<file path="config.mk">
export PLATFORM = sky130hd
export DESIGN_NAME = btn_mode_ctrl
export DESIGN_NICKNAME = d
export VERILOG_FILES = /design/src/rtl/btn_mode_ctrl.sv
export SDC_FILE = /design/constraint.sdc
export NUM_CORES = 1
export LEC_CHECK = 0
export BUFFER_PORTS_ARGS = -buffer_cell sky130_fd_sc_hd__buf_2
export CORE_MARGIN = 1.5
export CORE_UTILIZATION = 48
export DETAILED_ROUTE_END_ITERATION = 8
export GPL_ROUTABILITY_DRIVEN = 0
export GPL_TIMING_DRIVEN = 0
export PLACE_DENSITY = 0.68
export SYNTH_ARGS = -nofsm -noshare
export SYNTH_HDL_FRONTEND = slang
export SYNTH_SLANG_ARGS = --single-unit
</file>
<file path="constraint.sdc">
create_clock -name clk -period 2 [get_ports clk]
set_clock_uncertainty 0.15 [all_clocks]
set_input_delay 0.6 -clock clk [delete_from_list [all_inputs] [get_ports clk]]
set_output_delay 0.6 -clock clk [all_outputs]
set_load 0.03 [all_outputs]
</file>
<file path="src/rtl/btn_mode_ctrl.sv">
// btn_mode_ctrl: turns raw push-buttons into a debounced, edge-detected
// 2-bit mode code. Each button is synchronized (2 flops) and debounced;
// press pulses then step, clear, or freeze the mode register.
// Button map: [0]=up, [1]=down, [2]=clear, [3]=freeze toggle.
module btn_mode_ctrl #(
  parameter int          N_BTN           = 4,
  parameter int          DEBOUNCE_CYCLES = 2500000,
  parameter int          CNT_W           = 22,
  parameter logic [1:0]  MODE_RST        = 2'd0
) (
  input  logic             clk,
  input  logic             rst,
  input  logic [N_BTN-1:0] btn,
  output logic [N_BTN-1:0] btn_level,
  output logic [N_BTN-1:0] btn_press,
  output logic [1:0]       mode,
  output logic             mode_chg,
  output logic             frozen
);

  // Terminal count: a level change is accepted on the cycle the counter
  // has already seen DEBOUNCE_CYCLES-1 consecutive differing samples.
  localparam logic [CNT_W-1:0] CNT_MAX = CNT_W'(DEBOUNCE_CYCLES - 1);

  logic [N_BTN-1:0] r_s1;
  logic [N_BTN-1:0] r_s2;
  logic [N_BTN-1:0] w_level;
  logic [N_BTN-1:0] r_prev_level;
  logic [N_BTN-1:0] r_press;
  logic [1:0]       r_mode;
  logic [1:0]       w_mode_next;
  logic             r_mode_chg;
  logic             r_frozen;

  // Two-flop synchronizer for the asynchronous button inputs
  always_ff @(posedge clk) begin
    if (rst) begin
      r_s1 <= '0;
      r_s2 <= '0;
    end else begin
      r_s1 <= btn;
      r_s2 <= r_s1;
    end
  end

  genvar gi;
  generate
    for (gi = 0; gi < N_BTN; gi++) begin : g_debounce
      logic [CNT_W-1:0] r_cnt;
      logic             r_lvl;

      // Debounce: count consecutive cycles where s2 differs from the
      // accepted level; any return to the accepted level restarts the count
      always_ff @(posedge clk) begin
        if (rst) begin
          r_cnt <= '0;
          r_lvl <= 1'b0;
        end else if (r_s2[gi] == r_lvl) begin
          r_cnt <= '0;
        end else if (r_cnt == CNT_MAX) begin
          r_lvl <= r_s2[gi];
          r_cnt <= '0;
        end else begin
          r_cnt <= r_cnt + 1'b1;
        end
      end

      assign w_level[gi] = r_lvl;
    end
  endgenerate

  // Rising-edge detect on the debounced level: one pulse per press
  always_ff @(posedge clk) begin
    if (rst) begin
      r_prev_level <= '0;
      r_press      <= '0;
    end else begin
      r_prev_level <= w_level;
      r_press      <= w_level & ~r_prev_level;
    end
  end

  // Next mode: clear beats up beats down; nothing moves while frozen.
  // The freeze toggle in the same cycle does not affect this decision.
  always_comb begin
    w_mode_next = r_mode;
    if (!r_frozen) begin
      if (r_press[2]) begin
        w_mode_next = MODE_RST;
      end else if (r_press[0]) begin
        w_mode_next = r_mode + 2'd1;
      end else if (r_press[1]) begin
        w_mode_next = r_mode - 2'd1;
      end
    end
  end

  // Mode, change pulse and freeze state registers
  always_ff @(posedge clk) begin
    if (rst) begin
      r_mode     <= MODE_RST;
      r_mode_chg <= 1'b0;
      r_frozen   <= 1'b0;
    end else begin
      r_mode     <= w_mode_next;
      r_mode_chg <= (w_mode_next != r_mode);
      r_frozen   <= r_frozen ^ r_press[3];
    end
  end

  assign btn_level = w_level;
  assign btn_press = r_press;
  assign mode      = r_mode;
  assign mode_chg  = r_mode_chg;
  assign frozen    = r_frozen;

endmodule

</file>
# Word level (Yosys, flattened, before mapping)
# Cells that the tools add are included.
# word_totals
elab_cells	49
ff_bits	112
output_inout_bits	12
# classes
eq_ne	9
add_sub_neg	6
bitwise	7
mux	4
reduce_logical	8
# ops
cell	count
22-bit by 1-bit adder with 22-bit output (second input constant)	4
22-bit == test (second input constant)	4
3-bit OR reduction	4
2-bit 2-to-1 mux	4
2-bit AND reduction	4
4-bit bitwise AND	1
1-bit == test	4
1-bit NOT	4
4-bit NOT	1
2-bit by 1-bit adder with 2-bit output (second input constant)	1
2-bit != test	1
2-bit by 1-bit subtractor with 2-bit output (second input constant)	1
1-bit bitwise XOR	1

# Logic depth before layout (Yosys ltp)
# Gate-level depths: netlist of the first run.
# depth
word_depth	6
ltp_mapped	7
depth_no_buf	5

# Worst setup path after synthesis of the first run
# Ideal clock, no wire load.
# synth_timing
path_type	register -> register
start	reg g_debounce[1].r_cnt[0]
end	reg g_debounce[1].r_cnt[18]
required_time_ps	1779
path_buffers	0
stages_incl_launch_ff	6
path_slack_ps	90
arrival_time_ps	1690
cell_sequence	dfxtp_1 > ha_1 > nand4_1 > or3_2 > or3_1 > a21oi_1
# synth_via
elab_chain_cells	2
# synth_lines
item	line	text
from (decl)	49	logic [CNT_W-1:0] r_cnt;
from (signal assigned)	64	r_cnt <= r_cnt + 1'b1;
branches (longest 2 deep; another with 22-bit by 1-bit adder with 22-bit output)	--	
# Parallel ways; which one is timed is not known.
# A chain may end at the register's enable or synchronous reset.

# Worst setup path after layout of the first run
# layout_timing
start	reg g_debounce[1].r_cnt[10]
end	reg g_debounce[1].r_cnt[21]
# Same word-level chain as after synthesis.

==> results of run 1 <==
-- through the flow --
| stage | worst slack [ns] | instance area, µm² |
|---|---|---|
| final | 0.0558 | 5470 |
| after global routing | -0.00677 | 5470 |
| after detailed placement | -0.308 | 5130 |
| after floorplan | 0.0896 | 4880 |
| after global placement | -0.258 | 5130 |
| after CTS | 0.0136 | 5370 |
-- per-layer routing --
layer | vias up | global-route usage | wire length (µm)
li1 | 2043 | - | -
met2 | 48 | 0.298 | 4470
met1 | 1844 | 0.232 | 4610
met4 | 0 | 0.0437 | 98
met3 | 8 | 0.0422 | 267
met5 | - | 0 | 0
-- final timing paths --
kind / end / slack, ns / cells past startpoint / from
setup reg to reg: g_debounce[1].r_cnt[21]$_SDFF_PP0_ / 0.06 / 4 / g_debounce[1].r_cnt[10]$_SDFF_PP0_
hold reg to reg: btn_press[1]$_SDFF_PP0_ / 0.23 / 1 / r_prev_level[1]$_SDFF_PP0_
hold / removal: btn_press[1]$_SDFF_PP0_ / 0.23 / 1 / r_prev_level[1]$_SDFF_PP0_
setup / recovery: g_debounce[1].r_cnt[21]$_SDFF_PP0_ / 0.06 / 4 / g_debounce[1].r_cnt[10]$_SDFF_PP0_
-- synthesized netlist by cell type, types with 4 or more instances --
| master | n | area share |
|---|---|---|
| a21oi_1 | 36 | 0.037 |
| and2_1 | 11 | 0.014 |
| and3_1 | 10 | 0.013 |
| and4_1 | 8 | 0.014 |
| buf_2 | 4 | 0.0041 |
| buf_4 | 4 | 0.0062 |
| clkbuf_1 | 15 | 0.012 |
| dfxtp_1 | 112 | 0.46 |
| ha_1 | 4 | 0.010 |
| inv_1 | 18 | 0.014 |
| nand2_1 | 28 | 0.022 |
| nand3_1 | 29 | 0.030 |
| nand4_1 | 27 | 0.035 |
| nor2_1 | 68 | 0.052 |
| nor2b_1 | 17 | 0.022 |
| nor3_1 | 9 | 0.0092 |
| nor4_1 | 7 | 0.0090 |
| nor4b_1 | 8 | 0.014 |
| o21ai_0 | 24 | 0.025 |
| o31ai_1 | 13 | 0.020 |
| or3_1 | 19 | 0.024 |
| or4_1 | 14 | 0.022 |
| xnor2_1 | 27 | 0.048 |
| xor2_1 | 25 | 0.045 |
-- flip-flops by register name, indices dropped and copies added (netlist names) --
name / cells
btn_press: 4
mode_chg: 1
g_debounce.r_lvl: 4
frozen: 1
r_s2: 4
g_debounce.r_cnt: 88
r_prev_level: 4
mode: 2
r_s1: 4
-- what timing repair did --
action,CTS,global route
resized for setup,16,29
setup endpoints to repair,73,68
pin swaps,3,5
buffers inserted,3,5
-- cell type report --
cell class                      count  area (µm²)  area share
Buffer                             19         121      0.0222
Multi-Input combinational cell    407        2520       0.460
Inverter                           18        67.6      0.0123
Clock buffer                        9         124      0.0226
Sequential cell                   112        2250       0.412
Tap cell                          133         166      0.0304
Timing Repair Buffer               25         145      0.0265
Clock inverter                      7        76.3      0.0139
-- power by group --
group / internal [mW] / total [mW] / switching, mW
Combinational: 0.0185 / 0.0498 / 0.0313
Clock: 0.594 / 1.39 / 0.792
Sequential: 2.24 / 2.24 / 0.00524
-- logic make-up after synthesis --
group / Yosys count / synth area share
AO/OA/AOI/OAI: 81 / 0.0946
XOR/XNOR: 52 / 0.0933
adder cells (fa/ha/maj): 4 / 0.0103
buffers and inverters: 41 / 0.0356
flip-flops: 112 / 0.459
multiplexers: 1 / 0.00205
AND/OR/NAND/NOR: 269 / 0.305
-- critical path, delay by kind of cell (launching register included) --
kind / cells / cell delay, ns
AO/OA/AOI/OAI: 1 / 0.14
flip-flops: 1 / 0.44
AND/OR/NAND/NOR: 3 / 1.15
==> qor.txt, run 1 <==
status: complete, no violations
Vias: 3943
largest net degree at the start of global routing: 20
Fmax: 0.514 GHz
DIE HEIGHT: 104 µm
Fin Hold WS: 0.225 ns
root buf cell: clkbuf_8
Die X: 104 µm
CP Launch Type: flop
CTS Buf Count: 9
Crit-path slowest cell: or4_4
Rel. slew slack: 0.678
H-tree Lvls: 3
Routed WL per cell: 12.9 µm
post-detail-place hpwl: 6670 µm
CP cell instances: nand4_2 -> or4_4 -> or3_1 -> a21oi_1
setup TNS: 0 ns
Slew @ Worst Pin: 0.483 ns
Post-Synthesis Cells: 560
EDFF count, synth: 0
Unique masters post-synth: 44
Layout fillers: 939
Synth Warn #: 0
clk slew on worst S/H paths: 0.11 ns
vias in the first global route: 3650
grt ovf: 0
post-synthesis cell area: 0.00488 mm²
main flop type after synthesis: dfxtp_1
clk sinks: 112
initial antenna violation count: 0
share of post-route cells with drive strength above 1: 0.136
Non-Filler Instances: 730
Period Utilization, post-route: 0.972
Area Growth Syn to Fin: 12.2%
Critical Path Fanout Max: 6
TritonCTS clock tree: built
Final Power: 3.68 mW
Max Cap Viol: 0
Clock Tree Buf Depth: 2
Syn Area/Cell: 8.71 µm²
number of DRC markers after the initial detailed-route iteration: 132
clock latency on the worst-skew pair: 0.37 ns
Post-route DRC: 0
placed cells: 710
GRT Overall Usage: 0.178
WL final: 9450 µm
port bufs: 17
final core utilization: 0.557
Vias/cell: 5.40
Worst path max stage delay: 0.60 ns
VDD IR max: 0.373 mV
Critical Path Sink Type: flop
most common cell after layout, fill and taps aside: dfxtp_1
Diodes inserted: 0
Pwr Density: 672 mW/mm²
Slew Viols, Final: 0
setup violators final: 0
DIE AREA: 0.0108 mm²
register area share after synthesis: 0.459
Final Critical Period: 1.94 ns
Fin. Hold Viols: 0
Leak Pwr: 1.70 nW
antenna viol nets, final: 0
nets: 602
Initial Utilization: 0.497
Mapped Nets: 570
first-pass GRT wire length: 16200 µm
core area: 0.00982 mm²
register bit total from synthesis: 112
hold_buf cts: 0
I/O Pins: 18
Worst EP arrival: 2.09 ns
commonest cells after routing, fill and taps aside: 104 x dfxtp_1, 68 x nor2_1, 36 x a21oi_1
type of the worst min-delay path: flop to flop
DRT Pass-1 Iters: 4
Rows: 36
Setup CP Type: flop to flop
asr flop ratio synth: 0
critical path data required time: 2.15 ns
Note: power is estimated with default switching activity, not from simulation.
==> inputs of run 2 (changes only) <==
--- a/config.mk
+++ b/config.mk
@@ -12,6 +12,7 @@
 export GPL_ROUTABILITY_DRIVEN = 0
 export GPL_TIMING_DRIVEN = 0
 export PLACE_DENSITY = 0.68
+export SETUP_SLACK_MARGIN = 0.1
 export SYNTH_ARGS = -nofsm -noshare
 export SYNTH_HDL_FRONTEND = slang
 export SYNTH_SLANG_ARGS = --single-unit
==> run 2 against run 1 <==
Worst hold slack better by 0.0049 ns; register-to-register slack better by 0.08 ns; critical path type unchanged; sequential share of layout area fell by 1.9 points.
==> qor.txt, run 2 (synthesis gave the netlist of run 1 again) <==
critical path data required time: 2.17 ns
Worst EP arrival: 2.03 ns
Flop pwr share: 0.522
CP Launch Type: flop
Setup crit end: g_debounce[1].r_cnt[21]$_SDFF_PP0_
Post-route DRC: 0
core area: 0.00982 mm²
CP Launch Point: g_debounce[1].r_cnt[1]$_SDFF_PP0_
Fmax: 0.537 GHz
largest net degree at the start of global routing: 19
Slew Viols, Final: 0
CP cell instances: nand4_1 -> or4_4 -> or3_1 -> a21oi_1
antenna viol nets, final: 0
Critical Path Fanout Max: 6
Area Growth Syn to Fin: 19.9%
initial antenna violation count: 0
Fin Hold WS: 0.230 ns
RSZ-0062 raised after global routing: true
grt ovf: 0
setup TNS: 0 ns
share of post-route cells with drive strength above 1: 0.220
NetSw: 816 µW
Max Cap Viol: 0
clock share of power: 0.464
status: complete, no violations
Slew @ Worst Pin: 0.471 ns
Pwr Density: 732 mW/mm²
reg2reg start: g_debounce[1].r_cnt[1]$_SDFF_PP0_
Comb power frac: 0.013
clk sinks: 112
DIE HEIGHT: 104 µm
Final Power: 4.28 mW
Initial Utilization: 0.497
r2r setup slk: 0.14 ns
GRT Overall Usage: 0.187
Non-Filler Instances: 742
setup violators final: 0
Critical Path Sink Type: flop
most common cell after layout, fill and taps aside: dfxtp_1
Vias/cell: 5.49
Leak Pwr: 1.87 nW
WL final: 10100 µm
TritonCTS clock tree: built
dpl ws: -0.319 ns
Largest register FFs: 88
DRT Pass-1 Iters: 4
internal power: 3.47 mW
reg2reg end: g_debounce[1].r_cnt[21]$_SDFF_PP0_
root buf cell: clkbuf_8
Fin. Hold Viols: 0
type of the worst min-delay path: flop to flop
Biggest register: g_debounce.r_cnt
R2R depth: 4
Rel. slew slack: 0.686
Layout fillers: 871
Setup CP Type: flop to flop
placed cells: 710
Period Utilization, post-route: 0.931
first-pass GRT wire length: 16800 µm
commonest cells after routing, fill and taps aside: 80 x dfxtp_1, 63 x nor2_1, 30 x a21oi_1
post-detail-place hpwl: 6540 µm
Clock Tree Buf Depth: 2
VDD IR max: 0.447 mV
I/O Pins: 18
Crit-path slowest cell: or4_4
Diodes inserted: 0
clock latency on the worst-skew pair: 0.38 ns
H-tree Lvls: 3
clk slew on worst S/H paths: 0.10 ns
Routed WL per cell: 13.6 µm
vias in the first global route: 3819
Die X: 104 µm
hold_buf cts: 0
Final Critical Period: 1.86 ns
beginning of the worst hold path: r_prev_level[0]$_SDFF_PP0_
DIE AREA: 0.0108 mm²
sw frac: 0.190
Worst path max stage delay: 0.52 ns
Vias: 4072
port bufs: 17
Rows: 36
CTS Buf Count: 9
number of DRC markers after the initial detailed-route iteration: 199
nets: 614
setup ws final: 0.139 ns
## run 2: changes by cell type in the layout (fill, tap and decap cells not counted), moves of 4 or more
cell	delta
a21oi_1	-6
a21oi_2	+6
buf_4	+9
buf_6	+4
bufinv_16	+5
dfxtp_1	-24
dfxtp_2	+17
dfxtp_4	+7
nor2_1	-5
nor2_2	+4
## run 2: worst max-delay path: cells and delay by family (launching register included)
kind	cells	cell delay, ns
and+or+nand+nor	3	1.11
AOI/OAI and AO/OA	1	0.13
DFF	1	0.41
## run 2: cell type report
class,count,area (µm²),share of cell area
Timing Repair Buffer,33,213,0.0363
Clock buffer,9,124,0.0212
Sequential cell,112,2300,0.393
Inverter,18,67.6,0.0115
Tap cell,133,166,0.0284
Multi-Input combinational cell,407,2630,0.450
Clock inverter,7,189,0.0323
Buffer,23,160,0.0274
## run 2: per-stage QoR
step / cell area, µm² / utilization
3_5_place_dp: 5130 / 0.523
2_1_floorplan: 4880 / -
6_report: 5850 / 0.596
3_3_place_gp: 5130 / 0.523
5_1_grt: 5850 / 0.596
4_1_cts: 5560 / 0.566
## run 2: worst min path at each step
stage / to / slack, ns / cells past startpoint
after floorplan: btn_press[0]$_SDFF_PP0_ / 0.22 / 1
after global placement: btn_press[2]$_SDFF_PP0_ / 0.22 / 1
after detailed placement: btn_press[0]$_SDFF_PP0_ / 0.22 / 1
after CTS: btn_press[0]$_SDFF_PP0_ / 0.24 / 1
after global routing: btn_press[0]$_SDFF_PP0_ / 0.24 / 1
final: btn_press[0]$_SDFF_PP0_ / 0.23 / 1
## run 2: layer usage
| metal | wire [µm] | vias up | global-route usage | share of wire |
|---|---|---|---|---|
| met3 | 382 | 8 | 0.0573 | 0.038 |
| met5 | 0 | - | 0 | 0 |
| met1 | 4650 | 1922 | 0.233 | 0.46 |
| met4 | 68 | 0 | 0.0496 | 0.0067 |
| li1 | - | 2069 | - | - |
| met2 | 5020 | 73 | 0.315 | 0.50 |
## run 2: timing repair
action	4_1_cts	5_1_grt
buffers inserted	7	7
gates cloned	0	2
setup endpoints to repair	76	89
resized for setup	34	84
pin swaps	7	10
## run 2: power by group through the flow
stage	sequential (mW)	clock (mW)	combinational, mW
finish	2.24	1.99	0.0575
global route	2.24	2.12	0.0650
detailed placement	2.30	0	0.0467
global placement	2.30	0	0.0460
CTS	2.24	2.04	0.0512
floorplan	2.29	0	0.0289
==> inputs of run 3 (changes only) <==
--- a/config.mk
+++ b/config.mk
@@ -5,6 +5,7 @@
 export SDC_FILE = /design/constraint.sdc
 export NUM_CORES = 1
 export LEC_CHECK = 0
+export ABC_AREA = 0
 export BUFFER_PORTS_ARGS = -buffer_cell sky130_fd_sc_hd__buf_2
 export CORE_MARGIN = 1.5
 export CORE_UTILIZATION = 48
@@ -12,6 +13,7 @@
 export GPL_ROUTABILITY_DRIVEN = 0
 export GPL_TIMING_DRIVEN = 0
 export PLACE_DENSITY = 0.68
+export RECOVER_POWER = 50
 export SETUP_SLACK_MARGIN = 0.1
 export SYNTH_ARGS = -nofsm -noshare
 export SYNTH_HDL_FRONTEND = slang
==> run 3 against run 2 <==
Sequential power hardly changed; non-clock buffer count stayed put; highest routed layer unchanged; global-route usage did not move; die area stayed put; combinational power hardly changed; critical path depth decreased by 3; maximum frequency shrank 0.35%; first-iteration DRC count fell by 4.0%.
==> qor.txt, run 3 (synthesis gave the netlist of run 1 again) <==
CTS Buf Count: 9
GRT Overall Usage: 0.187
Die X: 104 µm
critical path data required time: 1.25 ns
met2 Track Usage GR: 0.315
TritonCTS clock tree: built
port bufs: 17
WL final: 10100 µm
status: complete, no violations
grt ovf: 0
dpl ws: -0.319 ns
Fin. Hold Viols: 0
DIE AREA: 0.0108 mm²
Slew @ Worst Pin: 0.471 ns
post-detail-place hpwl: 6540 µm
Diodes inserted: 0
Slew Viols, Final: 0
share of post-route cells with drive strength above 1: 0.209
Vias/cell: 5.49
placed cell area: 0.00513 mm²
H-tree Lvls: 3
placed cells: 710
RSZ-0062 raised after global routing: true
Setup CP Type: flop to output port
core area: 0.00982 mm²
nets: 614
post-route cell area: 0.00583 mm²
Routed WL per cell: 13.6 µm
Initial Utilization: 0.497
reg2reg start: g_debounce[1].r_cnt[1]$_SDFF_PP0_
number of DRC markers after the initial detailed-route iteration: 191
I/O Pins: 18
Pwr Density: 734 mW/mm²
setup violators final: 0
DIE HEIGHT: 104 µm
vias in the first global route: 3819
grt met3 use: 0.0573
Layout fillers: 878
largest net degree at the start of global routing: 19
antenna viol nets, final: 0
Critical Path Sink Type: output port
r2r setup slk: 0.14 ns
setup ws final: 0.132 ns
Critical Path Fanout Max: 5
initial antenna violation count: 0
R2R depth: 4
Final Critical Period: 1.87 ns
Fmax: 0.535 GHz
VDD IR max: 0.448 mV
first-pass GRT wire length: 16800 µm
Crit-path slowest cell: dfxtp_1
Leak Pwr: 1.84 nW
Worst EP arrival: 1.12 ns
beginning of the worst hold path: r_prev_level[0]$_SDFF_PP0_
Final Power: 4.28 mW
CP Launch Type: flop
Rel. slew slack: 0.686
hold_buf cts: 0
CP cell instances: clkbuf_1
Worst path max stage delay: 0.41 ns
busiest grt layer: met2
Clock Tree Buf Depth: 2
worst-case hold path end point: btn_press[0]$_SDFF_PP0_
Max Cap Viol: 0
clk slew on worst S/H paths: 0.10 ns
CP delay by family, top: flip-flops
type of the worst min-delay path: flop to flop
Area Growth Syn to Fin: 19.5%
root buf cell: clkbuf_8
DRT Pass-1 Iters: 4
most common cell after layout, fill and taps aside: dfxtp_1
reg2reg end: g_debounce[1].r_cnt[21]$_SDFF_PP0_
Rows: 36
commonest cells after routing, fill and taps aside: 82 x dfxtp_1, 63 x nor2_1, 30 x a21oi_1
Post-route DRC: 0
Largest register FFs: 88
Fin Hold WS: 0.229 ns
Biggest register: g_debounce.r_cnt
Non-Filler Instances: 742
Vias: 4071
worst path bufs/invs: 1
M1 GR Usage: 0.233
clock latency on the worst-skew pair: 0.38 ns
clk sinks: 112
Period Utilization, post-route: 0.934
Worst Hold Depth: 1
run 3: what timing repair did:
| item | CTS | global route |
|---|---|---|
| setup endpoints to repair | 76 | 89 |
| hold endpoints to repair | 0 | 0 |
| gates cloned | 0 | 2 |
| resized for setup | 34 | 84 |
| pin swaps | 7 | 10 |
| setup buffers | 7 | 7 |
run 3: layout make-up:
type | instances | area [µm²] | area share
clock buffers | 9 | 124 | 0.0212
multi-input cells | 407 | 2620 | 0.450
clock inverters | 7 | 189 | 0.0324
repair buffers | 33 | 206 | 0.0354
well taps | 133 | 166 | 0.0285
plain buffers | 23 | 158 | 0.0270
inverters | 18 | 67.6 | 0.0116
flip-flops and latches | 112 | 2300 | 0.394
run 3: how the worst max path moves through the flow:
stage / from / endpoint / depth (start not counted)
2_1_floorplan: g_debounce[1].r_cnt[0]$_SDFF_PP0_ / g_debounce[1].r_cnt[18]$_SDFF_PP0_ / 5
3_3_place_gp: g_debounce[0].r_cnt[0]$_SDFF_PP0_ / g_debounce[0].r_cnt[7]$_SDFF_PP0_ / 7
3_5_place_dp: g_debounce[0].r_cnt[0]$_SDFF_PP0_ / g_debounce[0].r_cnt[4]$_SDFF_PP0_ / 7
4_1_cts: g_debounce[1].r_cnt[10]$_SDFF_PP0_ / g_debounce[1].r_cnt[21]$_SDFF_PP0_ / 4
5_1_grt: g_debounce[2].r_cnt[17]$_SDFF_PP0_ / g_debounce[2].r_cnt[18]$_SDFF_PP0_ / 5
6_report: btn_press[2]$_SDFF_PP0_ / btn_press[2] / 1
run 3: metal layers:
layer  vias to the layer above  wire length [µm]
met5                         -                 0
met3                        10               422
met1                      1916              4600
met4                         0                79
li1                       2067                 -
met2                        78              5020
run 3: stage by stage:
stage | TNS, ns | utilization
finish | 0 | 0.594
global route | 0 | 0.594
CTS | 0 | 0.566
detailed placement | -12.32 | 0.523
global placement | -10.89 | 0.523
floorplan | 0 | -
run 3: power by group:
| part | total (mW) | switching (mW) | internal, mW |
|---|---|---|---|
| clock network | 1.99 | 0.776 | 1.21 |
| registers | 2.24 | 0.00648 | 2.23 |
| logic | 0.0573 | 0.0344 | 0.0228 |
